<file path="src/rtl/exe_muldiv_iter_pkg.sv">
// Shared encodings for the iterative M-extension unit: funct3 opcodes, FSM states
// and opcode classification helpers.
package muldiv_defs;

  typedef enum logic [2:0] {
    INST_MUL    = 3'b000,
    INST_MULH   = 3'b001,
    INST_MULHSU = 3'b010,
    INST_MULHU  = 3'b011,
    INST_DIV    = 3'b100,
    INST_DIVU   = 3'b101,
    INST_REM    = 3'b110,
    INST_REMU   = 3'b111
  } funct3_e;

  typedef enum logic [2:0] {
    IDLE  = 3'd0,
    PREP  = 3'd1,
    CALC  = 3'd2,
    FIXUP = 3'd3,
    DONE  = 3'd4
  } state_e;

  function automatic logic is_div(input logic [2:0] f);
    return f[2];
  endfunction

  function automatic logic is_rem(input logic [2:0] f);
    return f[2] & f[1];
  endfunction

  function automatic logic is_signed_op1(input logic [2:0] f);
    return (f == INST_MULH) || (f == INST_MULHSU) || (f == INST_DIV) || (f == INST_REM);
  endfunction

  function automatic logic is_signed_op2(input logic [2:0] f);
    return (f == INST_MULH) || (f == INST_DIV) || (f == INST_REM);
  endfunction

endpackage

</file>
<file path="src/rtl/exe_muldiv_iter_if.sv">
// Execute-stage <-> muldiv unit bundle; master is the execute stage, slave is the unit.
interface exe_muldiv_iter_if #(
  parameter int XLEN = 32
);
  logic            start_i;
  logic [2:0]      funct3_i;
  logic [XLEN-1:0] op1_i;
  logic [XLEN-1:0] op2_i;
  logic            flush_i;
  logic            stall_o;
  logic            busy_o;
  logic            done_o;
  logic [XLEN-1:0] result_o;

  modport master (
    output start_i, funct3_i, op1_i, op2_i, flush_i,
    input  stall_o, busy_o, done_o, result_o
  );

  modport slave (
    input  start_i, funct3_i, op1_i, op2_i, flush_i,
    output stall_o, busy_o, done_o, result_o
  );
endinterface

</file>
<file path="src/rtl/exe_muldiv_iter_step.sv">
// One CALC iteration: BPC shift-add multiply bits or BPC restoring-divide quotient bits.
// acc holds {hi, lo}: product accumulator / multiplier, or remainder / dividend-quotient.
module muldiv_step #(
  parameter int XLEN = 32,
  parameter int BPC  = 1
) (
  input  logic              div_op,
  input  logic [2*XLEN-1:0] acc,
  input  logic [XLEN-1:0]   operand,
  output logic [2*XLEN-1:0] acc_next
);

  logic [2*XLEN-1:0] work;
  logic [XLEN:0]     shifted;
  logic [XLEN:0]     diff;
  logic [XLEN:0]     sum;

  always_comb begin
    work    = acc;
    shifted = '0;
    diff    = '0;
    sum     = '0;
    for (int i = 0; i < BPC; i++) begin
      if (div_op) begin
        shifted = {work[2*XLEN-1:XLEN], work[XLEN-1]};
        diff    = shifted - {1'b0, operand};
        // remainder stays below the divisor, so a non-borrowing diff fits in XLEN bits
        if (!diff[XLEN]) begin
          work = {diff[XLEN-1:0], work[XLEN-2:0], 1'b1};
        end else begin
          work = {shifted[XLEN-1:0], work[XLEN-2:0], 1'b0};
        end
      end else begin
        sum  = {1'b0, work[2*XLEN-1:XLEN]} + {1'b0, (work[0] ? operand : {XLEN{1'b0}})};
        work = {sum, work[XLEN-1:1]};
      end
    end
    acc_next = work;
  end

endmodule

</file>
<file path="src/rtl/exe_muldiv_iter.sv">
// Iterative RV32M/RV64M multiply/divide: stalls the execute stage for XLEN/BPC+3 cycles
// (1 cycle for divide-by-zero / signed overflow), then strobes done_o with the rd value.
module exe_muldiv_iter
  import muldiv_defs::*;
#(
  parameter int XLEN = 32,
  parameter int BPC  = 1
) (
  input logic              clk_i,
  input logic              rst_i,
  exe_muldiv_iter_if.slave bus
);

  localparam int NSTEP = XLEN / BPC;
  localparam int CW    = (NSTEP > 1) ? $clog2(NSTEP) : 1;
  localparam logic [CW-1:0]   CNT_INIT = CW'(NSTEP - 1);
  localparam logic [XLEN-1:0] MOST_NEG = {1'b1, {(XLEN-1){1'b0}}};

  state_e            state, state_nxt;
  logic [2:0]        f3_q;
  logic [XLEN-1:0]   op1_q, op2_q, divisor_q, res_q;
  logic [2*XLEN-1:0] acc_q, acc_step;
  logic [CW-1:0]     cnt_q;
  logic              neg_q, neg_r;

  logic              accept, div_zero, div_ovf, special;
  logic [XLEN-1:0]   special_res;
  logic              sgn1, sgn2;
  logic [XLEN-1:0]   mag1, mag2;
  logic [2*XLEN-1:0] prod_fix;
  logic [XLEN-1:0]   quo_fix, rem_fix, fix_res;

  assign accept   = bus.start_i & ~bus.flush_i;
  assign div_zero = is_div(bus.funct3_i) && (bus.op2_i == '0);
  assign div_ovf  = is_div(bus.funct3_i) && is_signed_op1(bus.funct3_i)
                    && (bus.op1_i == MOST_NEG) && (bus.op2_i == '1);
  assign special  = div_zero | div_ovf;

  always_comb begin
    special_res = '0;
    if (div_zero) begin
      special_res = is_rem(bus.funct3_i) ? bus.op1_i : '1;
    end else if (div_ovf) begin
      special_res = is_rem(bus.funct3_i) ? '0 : bus.op1_i;
    end
  end

  assign sgn1 = is_signed_op1(f3_q) & op1_q[XLEN-1];
  assign sgn2 = is_signed_op2(f3_q) & op2_q[XLEN-1];
  assign mag1 = sgn1 ? -op1_q : op1_q;
  assign mag2 = sgn2 ? -op2_q : op2_q;

  muldiv_step #(.XLEN(XLEN), .BPC(BPC)) u_step (
    .div_op   (is_div(f3_q)),
    .acc      (acc_q),
    .operand  (divisor_q),
    .acc_next (acc_step)
  );

  // Signs are applied to magnitudes after the unsigned core has finished.
  assign prod_fix = neg_q ? -acc_q : acc_q;
  assign quo_fix  = neg_q ? -acc_q[XLEN-1:0] : acc_q[XLEN-1:0];
  assign rem_fix  = neg_r ? -acc_q[2*XLEN-1:XLEN] : acc_q[2*XLEN-1:XLEN];

  always_comb begin
    fix_res = '0;
    case (f3_q)
      INST_MUL:                          fix_res = prod_fix[XLEN-1:0];
      INST_MULH, INST_MULHSU, INST_MULHU: fix_res = prod_fix[2*XLEN-1:XLEN];
      INST_DIV, INST_DIVU:               fix_res = quo_fix;
      default:                           fix_res = rem_fix;
    endcase
  end

  always_ff @(posedge clk_i) begin
    if (rst_i) begin
      state <= IDLE;
    end else begin
      state <= state_nxt;
    end
  end

  always_comb begin
    state_nxt    = state;
    bus.busy_o   = (state != IDLE);
    bus.done_o   = (state == DONE);
    bus.result_o = (state == DONE) ? res_q : '0;
    bus.stall_o  = bus.start_i & (state != DONE) & ~bus.flush_i;
    case (state)
      IDLE:    if (accept) state_nxt = special ? DONE : PREP;
      PREP:    state_nxt = CALC;
      CALC:    if (cnt_q == '0) state_nxt = FIXUP;
      FIXUP:   state_nxt = DONE;
      DONE:    state_nxt = IDLE;
      default: state_nxt = IDLE;
    endcase
    if (bus.flush_i) state_nxt = IDLE;
  end

  always_ff @(posedge clk_i) begin
    if (rst_i) begin
      f3_q      <= '0;
      op1_q     <= '0;
      op2_q     <= '0;
      divisor_q <= '0;
      res_q     <= '0;
      acc_q     <= '0;
      cnt_q     <= '0;
      neg_q     <= 1'b0;
      neg_r     <= 1'b0;
    end else begin
      case (state)
        IDLE: begin
          if (accept) begin
            f3_q  <= bus.funct3_i;
            op1_q <= bus.op1_i;
            op2_q <= bus.op2_i;
            if (special) res_q <= special_res;
          end
        end
        PREP: begin
          acc_q     <= {{XLEN{1'b0}}, mag1};
          divisor_q <= mag2;
          neg_q     <= sgn1 ^ sgn2;
          neg_r     <= sgn1;
          cnt_q     <= CNT_INIT;
        end
        CALC: begin
          acc_q <= acc_step;
          cnt_q <= cnt_q - 1'b1;
        end
        FIXUP: res_q <= fix_res;
        default: ;
      endcase
    end
  end

endmodule

</file>
<file path="src/flat_wrapper.sv">
// flat-port wrapper written by rule: the top's interface ports become plain ports
module exe_muldiv_iter_flat import muldiv_defs::*;
#(
  parameter int XLEN = 32,
  parameter int BPC  = 1
)
  (clk_i, rst_i, bus_start_i, bus_funct3_i, bus_op1_i, bus_op2_i, bus_flush_i, bus_stall_o, bus_busy_o, bus_done_o, bus_result_o);
  exe_muldiv_iter_if #(.XLEN(XLEN)) bus_i ();
  input logic clk_i;
  input logic rst_i;
  input wire logic [$bits(bus_i.start_i)-1:0] bus_start_i;
  input wire logic [$bits(bus_i.funct3_i)-1:0] bus_funct3_i;
  input wire logic [$bits(bus_i.op1_i)-1:0] bus_op1_i;
  input wire logic [$bits(bus_i.op2_i)-1:0] bus_op2_i;
  input wire logic [$bits(bus_i.flush_i)-1:0] bus_flush_i;
  output wire logic [$bits(bus_i.stall_o)-1:0] bus_stall_o;
  output wire logic [$bits(bus_i.busy_o)-1:0] bus_busy_o;
  output wire logic [$bits(bus_i.done_o)-1:0] bus_done_o;
  output wire logic [$bits(bus_i.result_o)-1:0] bus_result_o;
  assign bus_i.start_i = bus_start_i;
  assign bus_i.funct3_i = bus_funct3_i;
  assign bus_i.op1_i = bus_op1_i;
  assign bus_i.op2_i = bus_op2_i;
  assign bus_i.flush_i = bus_flush_i;
  assign bus_stall_o = bus_i.stall_o;
  assign bus_busy_o = bus_i.busy_o;
  assign bus_done_o = bus_i.done_o;
  assign bus_result_o = bus_i.result_o;
  exe_muldiv_iter #(.XLEN(XLEN), .BPC(BPC)) u_core (.clk_i(clk_i), .rst_i(rst_i), .bus(bus_i));
endmodule
</file>
<file path="config.mk">
export PLATFORM = sky130hd
export DESIGN_NAME = exe_muldiv_iter_flat
export DESIGN_NICKNAME = d
export VERILOG_FILES = /design/src/rtl/exe_muldiv_iter_pkg.sv /design/src/rtl/exe_muldiv_iter_if.sv /design/src/rtl/exe_muldiv_iter_step.sv /design/src/rtl/exe_muldiv_iter.sv /design/src/flat_wrapper.sv
export SDC_FILE = /design/constraint.sdc
export NUM_CORES = 1
export LEC_CHECK = 0
export BUFFER_PORTS_ARGS = -buffer_cell sky130_fd_sc_hd__clkbuf_2
export CORE_ASPECT_RATIO = 0.7
export CORE_MARGIN = 2
export CORE_UTILIZATION = 25
export CTS_BUF_LIST = sky130_fd_sc_hd__clkbuf_4 sky130_fd_sc_hd__clkbuf_8 sky130_fd_sc_hd__clkbuf_16
export CTS_CLUSTER_DIAMETER = 100
export DETAILED_ROUTE_END_ITERATION = 10
export GPL_ROUTABILITY_DRIVEN = 1
export PLACE_DENSITY = 0.38
export SLEW_MARGIN = 20
export SYNTH_ARGS = -nofsm -noshare
export SYNTH_HDL_FRONTEND = slang
export SYNTH_SLANG_ARGS = --single-unit
</file>
<file path="constraint.sdc">
create_clock -name clk_i -period 4.35 [get_ports clk_i]
set_input_delay 0.6525 -clock clk_i [delete_from_list [all_inputs] [get_ports clk_i]]
set_output_delay 0.6525 -clock clk_i [all_outputs]
set_load 0.01 [all_outputs]
</file>
==> flow_summary.toml, run 1 <==
[power_and_ir_drop]
pwr_density_cell_nw_per_um2 = 293
leakagePower_uw = 0.00701
peakVddDrop_v = 0.000257
total_power_uw = 5400

[synth]
synthTopCellsByArea = "dfxtp_1, a21oi_1, nand2_1"
synthCells = 2200
ys_warn_count = 0
syn_area_um2 = 16100
synth.top_cell.area_share_pct = 25.4
yosysMostFrequentCell = "nand2_1"
synth-edff-count = 0
synth_area_per_cell_um2 = 7.33
yosysSeqAreaShare_pct = 25.4
synth_ff_type = "dfxtp_1"
yosys.area.top_type = "dfxtp_1"
ys_ff_latch = 205
async_flop_share_pct = 0
syn_nets = 2343
synthTopCellsByCount = "nand2_1, a21oi_1, dfxtp_1, nor2_1, clkbuf_1"
synthDistinctLibCells = 75

[clock_network]
tritoncts = "yes"
h-tree-depth = 1
clock_latency_ns = 0.57
cts_setup_buffers = 0
cts_buffer_depth = 3
cts_hold_buf = 0
clkSlewWorstSetupHoldPaths_ns = 0.06
cts_root_buf = "clkbuf_16"
clkSinkCount = 205
numCtsBuffers = 25
post_cts_resized = 0

[floorplanning]
core_area_um2 = 63500
die-area_um2 = 66600
initial_core_util_pct = 25.4
std_cell_rows = 77
die_w_um = 308
boundaryPins = 106
die_y_um = 216

[worst_setup_path]
cp_slowest_stage_delay_ns = 0.74
r2r_end = "u_core.res_q[17]$_SDFFE_PP0P_"
critPathLaunchType = "flip-flop"
cp_top_family = "simple AND/OR/NAND/NOR gates"
reg2reg_depth = 9
worstPathMaxFanout = 8
path_class = "flip-flop to flip-flop"
crit_buf_inv = 0
rrSetupSlack_ns = 0.28
r2r-start = "u_core.acc_q[12]$_SDFFE_PP0P_"
crit_arrival_ns = 4.47
end_kind = "flip-flop"
cp_cell_sequence = "nor4_1 -> nor4bb_1 -> nand3_1 -> nor4b_1 -> nand2_1 -> o21ai_1 -> xnor2_1 -> a21oi_1 -> o31ai_1"
slowest_stage = "nor4_1"
worst_ep_required_time_ns = 4.75

[min_path]
worstHoldPathType = "primary input to flip-flop"
min_path_cells = 2
hp-start = "bus_flush_i"
hold_end = "u_core.state[1]$_SDFFE_PP0P_"

[detailed_routing]
num_vias = 16700
firstDrtPassIters = 8
wirelength_um = 70800
drc_errors = 0
wl_per_cell_um = 23.0
antenna_left = 0
drt-initial-drc-count = 1676
routed_via_density = 5.42

[placement]
dp.cells = 3035
portBuffers = 105
place_ws_ns = 0.425
dp_hpwl_um = 54900
gp_congestion = 0.886

[finish]
diodes = 0
final_layout_size_suffix_gt1_share_pct = 10.9
final_cell_count_no_fill = 3078
syn_to_final_growth_pct = 14.3
postLayoutCoreUtil_pct = 29.0
fin_nets = 2376

[global_route]
use_met2_pct = 27.2
grt_pass1_vias = 15500
grtUsageMet1_pct = 34.4
grt_pass1_wl_um = 105000
busiest_layer = "met1"
grt_antenna_before_repair = 5
grtUsageMet3_pct = 4.10
gr-total-overflow = 0
grt_max_degree = 74
grt.total_usage_pct = 20.8

[run_status]
run_status = "complete, no violations"

[sta]
fmax_mhz = 246
layout_min_cycle_time_ns = 4.07
setup_slack_ns = 0.280
final_max_slew_viol_count = 0
maxSlewHeadroom_pct = 28.6
rsz0062_at_grt = "no"
setup_viol = 0
fin_skew_ns = 0.0170
tightest_slew_ns = 1.07
finalCritPeriodShare_pct = 93.6
hold_violations = 0
fin_setup_tns_ns = 0

[flow_run]
drv_cap = 0
[worst max-delay path by stage]
stage	start	endpoint	slack, ns	cells past startpoint
final	u_core.acc_q[12]$_SDFFE_PP0P_	u_core.res_q[17]$_SDFFE_PP0P_	0.28	9
after CTS	u_core.acc_q[31]$_SDFFE_PP0P_	u_core.acc_q[61]$_SDFFE_PP0P_	0.40	13
after global placement	u_core.acc_q[31]$_SDFFE_PP0P_	u_core.acc_q[61]$_SDFFE_PP0P_	0.38	13
after detailed placement	bus_op1_i[10]	u_core.res_q[28]$_SDFFE_PP0P_	0.42	10
after floorplan	u_core.acc_q[31]$_SDFFE_PP0P_	u_core.acc_q[60]$_SDFFE_PP0P_	0.72	14
after global routing	u_core.acc_q[31]$_SDFFE_PP0P_	u_core.acc_q[61]$_SDFFE_PP0P_	0.04	13
[layout by cell type, fill, tap and decap left out, drive strengths merged, types with 14 or more instances in the layout]
master	Yosys	routed
xor2	98	98
nand2b	19	19
o21a	14	14
nor4	31	31
nor2b	14	14
clkbuf	154	137
nand2	295	295
or4	21	21
inv	62	63
a21oi	238	238
nand3	38	38
o221ai	25	25
a22oi	20	20
buf	11	67
a211oi	79	79
xnor2	96	96
nor2	180	180
nor3	32	32
o21ai	117	117
nand4	23	23
o211ai	17	17
and2	42	42
o31ai	42	42
ha	70	70
or3	17	17
a31oi	16	16
mux2i	49	49
a21o	33	33
dfxtp	205	205
[sequential cells by signal, summed over array words and instances (netlist names)]
| signal | flops |
|---|---|
| u_core.acc_q | 64 |
| u_core.divisor_q | 32 |
| u_core.op1_q | 32 |
| u_core.op2_q | 32 |
| u_core.res_q | 32 |
| u_core.cnt_q | 5 |
| u_core.f3_q | 3 |
| u_core.state | 3 |
| u_core.neg_q | 1 |
| u_core.neg_r | 1 |
[through the flow]
| step | area, um^2 | hold WS (ns) |
|---|---|---|
| after floorplan | 16100 | 0.417 |
| after global placement | 17600 | 0.444 |
| after detailed placement | 17600 | 0.443 |
| after CTS | 18400 | 0.286 |
| after global routing | 18400 | 0.298 |
| final | 18400 | 0.310 |
[final cells by class]
type | instances | area (um^2)
Multi-Input combinational cell | 1767 | 11200
Clock buffer | 33 | 704
Tap cell | 829 | 1040
Fill cell | 6924 | 45100
Clock inverter | 10 | 115
Inverter | 63 | 236
Timing Repair Buffer | 171 | 1040
Sequential cell | 205 | 4110
[metal layers]
layer	share of wire, %	wire length (um)	up-vias
met5	0.017	12	-
met4	0.95	669	2
met3	6.9	4850	49
met2	37	26300	527
met1	55	39000	8079
li1	-	-	8020
[cell families after synthesis]
group                      synth area share (%)
muxes                                      3.25
xor gates and xnor gates                   10.5
buffers and inverters                      5.36
adders and majority gates                  5.68
and+or+nand+nor                            22.1
AOI/OAI and AO/OA                          27.6
DFF                                        25.4
[power breakdown]
part           switching [uW]  internal, uW
Sequential               92.2          1940
Clock                     953          1260
Combinational             756           407
Total                    1800          3600
Power figures use the tool's default switching activity.
==> run 2, diff against run 1 <==
==> constraint.sdc (replaced) <==
create_clock -name clk_i -period 4.35 [get_ports clk_i]
set_input_delay 0.2175 -clock clk_i [delete_from_list [all_inputs] [get_ports clk_i]]
set_output_delay 0.2175 -clock clk_i [all_outputs]
set_load 0.01 [all_outputs]
==> run 2 against run 1 <==
Effect of this change: routed wire length up 1.7%; non-clock buffer count rose by 64; sequential share of layout area shrank 0.81 points; global-route usage rose by 0.28 points; highest routed layer is now met4; maximum frequency decreased by 2.7%; total power rose by 2.4%; via count increased by 2.3%; final cell count grew 2.1%; setup slack worse by 0.11 ns; largest power group unchanged; critical path type is now primary input to flip-flop; die area unchanged; final area grew 3.8%.
==> flow_summary.toml, run 2 (same netlist as run 1, synthesis figures left out) <==
[run_status]
run_status = "complete, no violations"

[clock_network]
clkSlewWorstSetupHoldPaths_ns = 0.07
numCtsBuffers = 24
clock_latency_ns = 0.56
cts_root_buf = "clkbuf_16"
h-tree-depth = 1
tritoncts = "yes"
clkSinkCount = 205
cts_buffer_depth = 3

[detailed_routing]
drt-initial-drc-count = 1761
num_vias = 17100
firstDrtPassIters = 5
wl_per_cell_um = 22.9
drc_errors = 0
routed_via_density = 5.43
wirelength_um = 72000
antenna_left = 0

[power_and_ir_drop]
pwr-share-seq_pct = 36.6
peakVddDrop_v = 0.000228
leakagePower_uw = 0.00731
comb_power_share_pct = 21.9
swShare_pct = 32.2
p_sw_uw = 1780
clock_power_share_pct = 41.5
pwr_density_cell_nw_per_um2 = 289
intPower_uw = 3750

[placement]
portBuffers = 105
dp_hpwl_um = 55500
gp_congestion = 0.888
dp.cells = 3033

[sta]
finalCritPeriodShare_pct = 96.1
maxSlewHeadroom_pct = 23.9
layout_min_cycle_time_ns = 4.18
final_max_slew_viol_count = 0
fin_setup_tns_ns = 0
tightest_slew_ns = 1.13
rsz0062_at_grt = "no"
hold_violations = 0
setup_viol = 0
fin_skew_ns = 0.0175
hold-worst-slack_ns = 0.0584
fmax_mhz = 239

[finish]
final_common_cell = "nand2_1"
fin_nets = 2439
final_layout_size_suffix_gt1_share_pct = 10.6
largest_register = "u_core.acc_q"
largest_reg_flops = 64
layout_common_cells = "nand2_1, a21oi_1, dfxtp_1, nor2_1, clkbuf_2"
syn_to_final_growth_pct = 18.6
final_cell_count_no_fill = 3142
diodes = 0

[floorplanning]
boundaryPins = 106
die_y_um = 216
core_area_um2 = 63500
std_cell_rows = 77
initial_core_util_pct = 25.4
die_w_um = 308
die-area_um2 = 66600

[worst_setup_path]
cp_cell_sequence = "dlygate4sd3_1 -> clkbuf_2 -> nor4_1 -> buf_4 -> nand3b_1 -> or4_1 -> o41ai_1 -> a21oi_1 -> nor2b_1 -> nand2b_1 -> a2111oi_1 -> buf_4 -> a21o_1"
critPathLaunchType = "primary input"
r2r-start = "u_core.acc_q[31]$_SDFFE_PP0P_"
crit_top_cell = "buf_4"
cp_top_family = "simple AND/OR/NAND/NOR gates"
worst_ep_required_time_ns = 4.85
worstPathMaxFanout = 8
path_class = "primary input to flip-flop"
crit_arrival_ns = 4.68
crit_buf_inv = 4
end_kind = "flip-flop"
slowest_stage = "a2111oi_1"
crit_start = "bus_op1_i[12]"
cp_slowest_stage_delay_ns = 0.83

[global_route]
grt_pass1_vias = 15900
use_met2_pct = 28.1
busiest_layer = "met1"
grt_pass1_wl_um = 107000
grt.total_usage_pct = 21.1
grt_max_degree = 68
grtUsageMet3_pct = 4.60
grt_antenna_before_repair = 1
grtUsageMet1_pct = 34.2
gr-total-overflow = 0

[min_path]
worstHoldPathType = "primary input to flip-flop"
hp-start = "bus_op1_i[8]"

[flow_run]
drv_cap = 0
## run 2: cell count changes in the layout (fill, tap and decap cells not counted), sizes merged
cell         before  now
dlygate4sd3       0   66
buf              67   65
bufinv            2    4
clkinvlp          3    1
clkinv            5    6
inv              63   62
## run 2: timing repair
action                                  CTS  global route
endpoints found under the setup margin    0             5
setup buffers                             0             0
endpoints found under the hold margin    69             0
hold buffers                             66             0
resized for setup                         0             1
## run 2: power by group through the flow
stage               Sequential, uW  Combinational [uW]  Clock, uW
floorplan                     2020                 761          0
global placement              2060                1140          0
detailed placement            2060                1140          0
CTS                           2020                1190       2360
global route                  2030                1310       2430
finish                        2020                1210       2300
## run 2: final timing paths
kind                              endpoint  slack (ns)  depth (start not counted)
max reg2reg  u_core.acc_q[62]$_SDFFE_PP0P_        0.39                         13
min           u_core.op1_q[8]$_SDFFE_PP0P_        0.06                          3
min reg2reg  u_core.res_q[18]$_SDFFE_PP0P_        0.45                          2
max          u_core.res_q[28]$_SDFFE_PP0P_        0.17                         13
## run 2: per-layer routing
metal	wire length, um	up-vias
met3	5830	44
met4	722	0
met2	27000	594
li1	-	8146
met1	38400	8281
met5	0	-
## run 2: through the flow
stage	utilization (%)	area, um^2	setup WS (ns)	total power, uW
floorplan	-	16100	0.720	2780
global placement	27.7	17600	0.126	3210
detailed placement	27.7	17600	0.0904	3200
CTS	30.1	19100	0.0701	5570
global route	30.1	19100	0.0526	5770
finish	30.1	19100	0.169	5530
## run 2: worst min-delay path, cell delays in order
cell,delay (ns)
clkbuf_2,0.19
nand2_1,0.10
a21oi_1,0.06
## run 2: final cells by class
class                   instances  area, um^2
fillers                      6846       44400
multi-input cells            1767       11200
flip-flops and latches        205        4110
repair buffers                235        1680
well taps                     829        1040
clock buffers                  33         699
inverters                      63         236
clock inverters                10         164
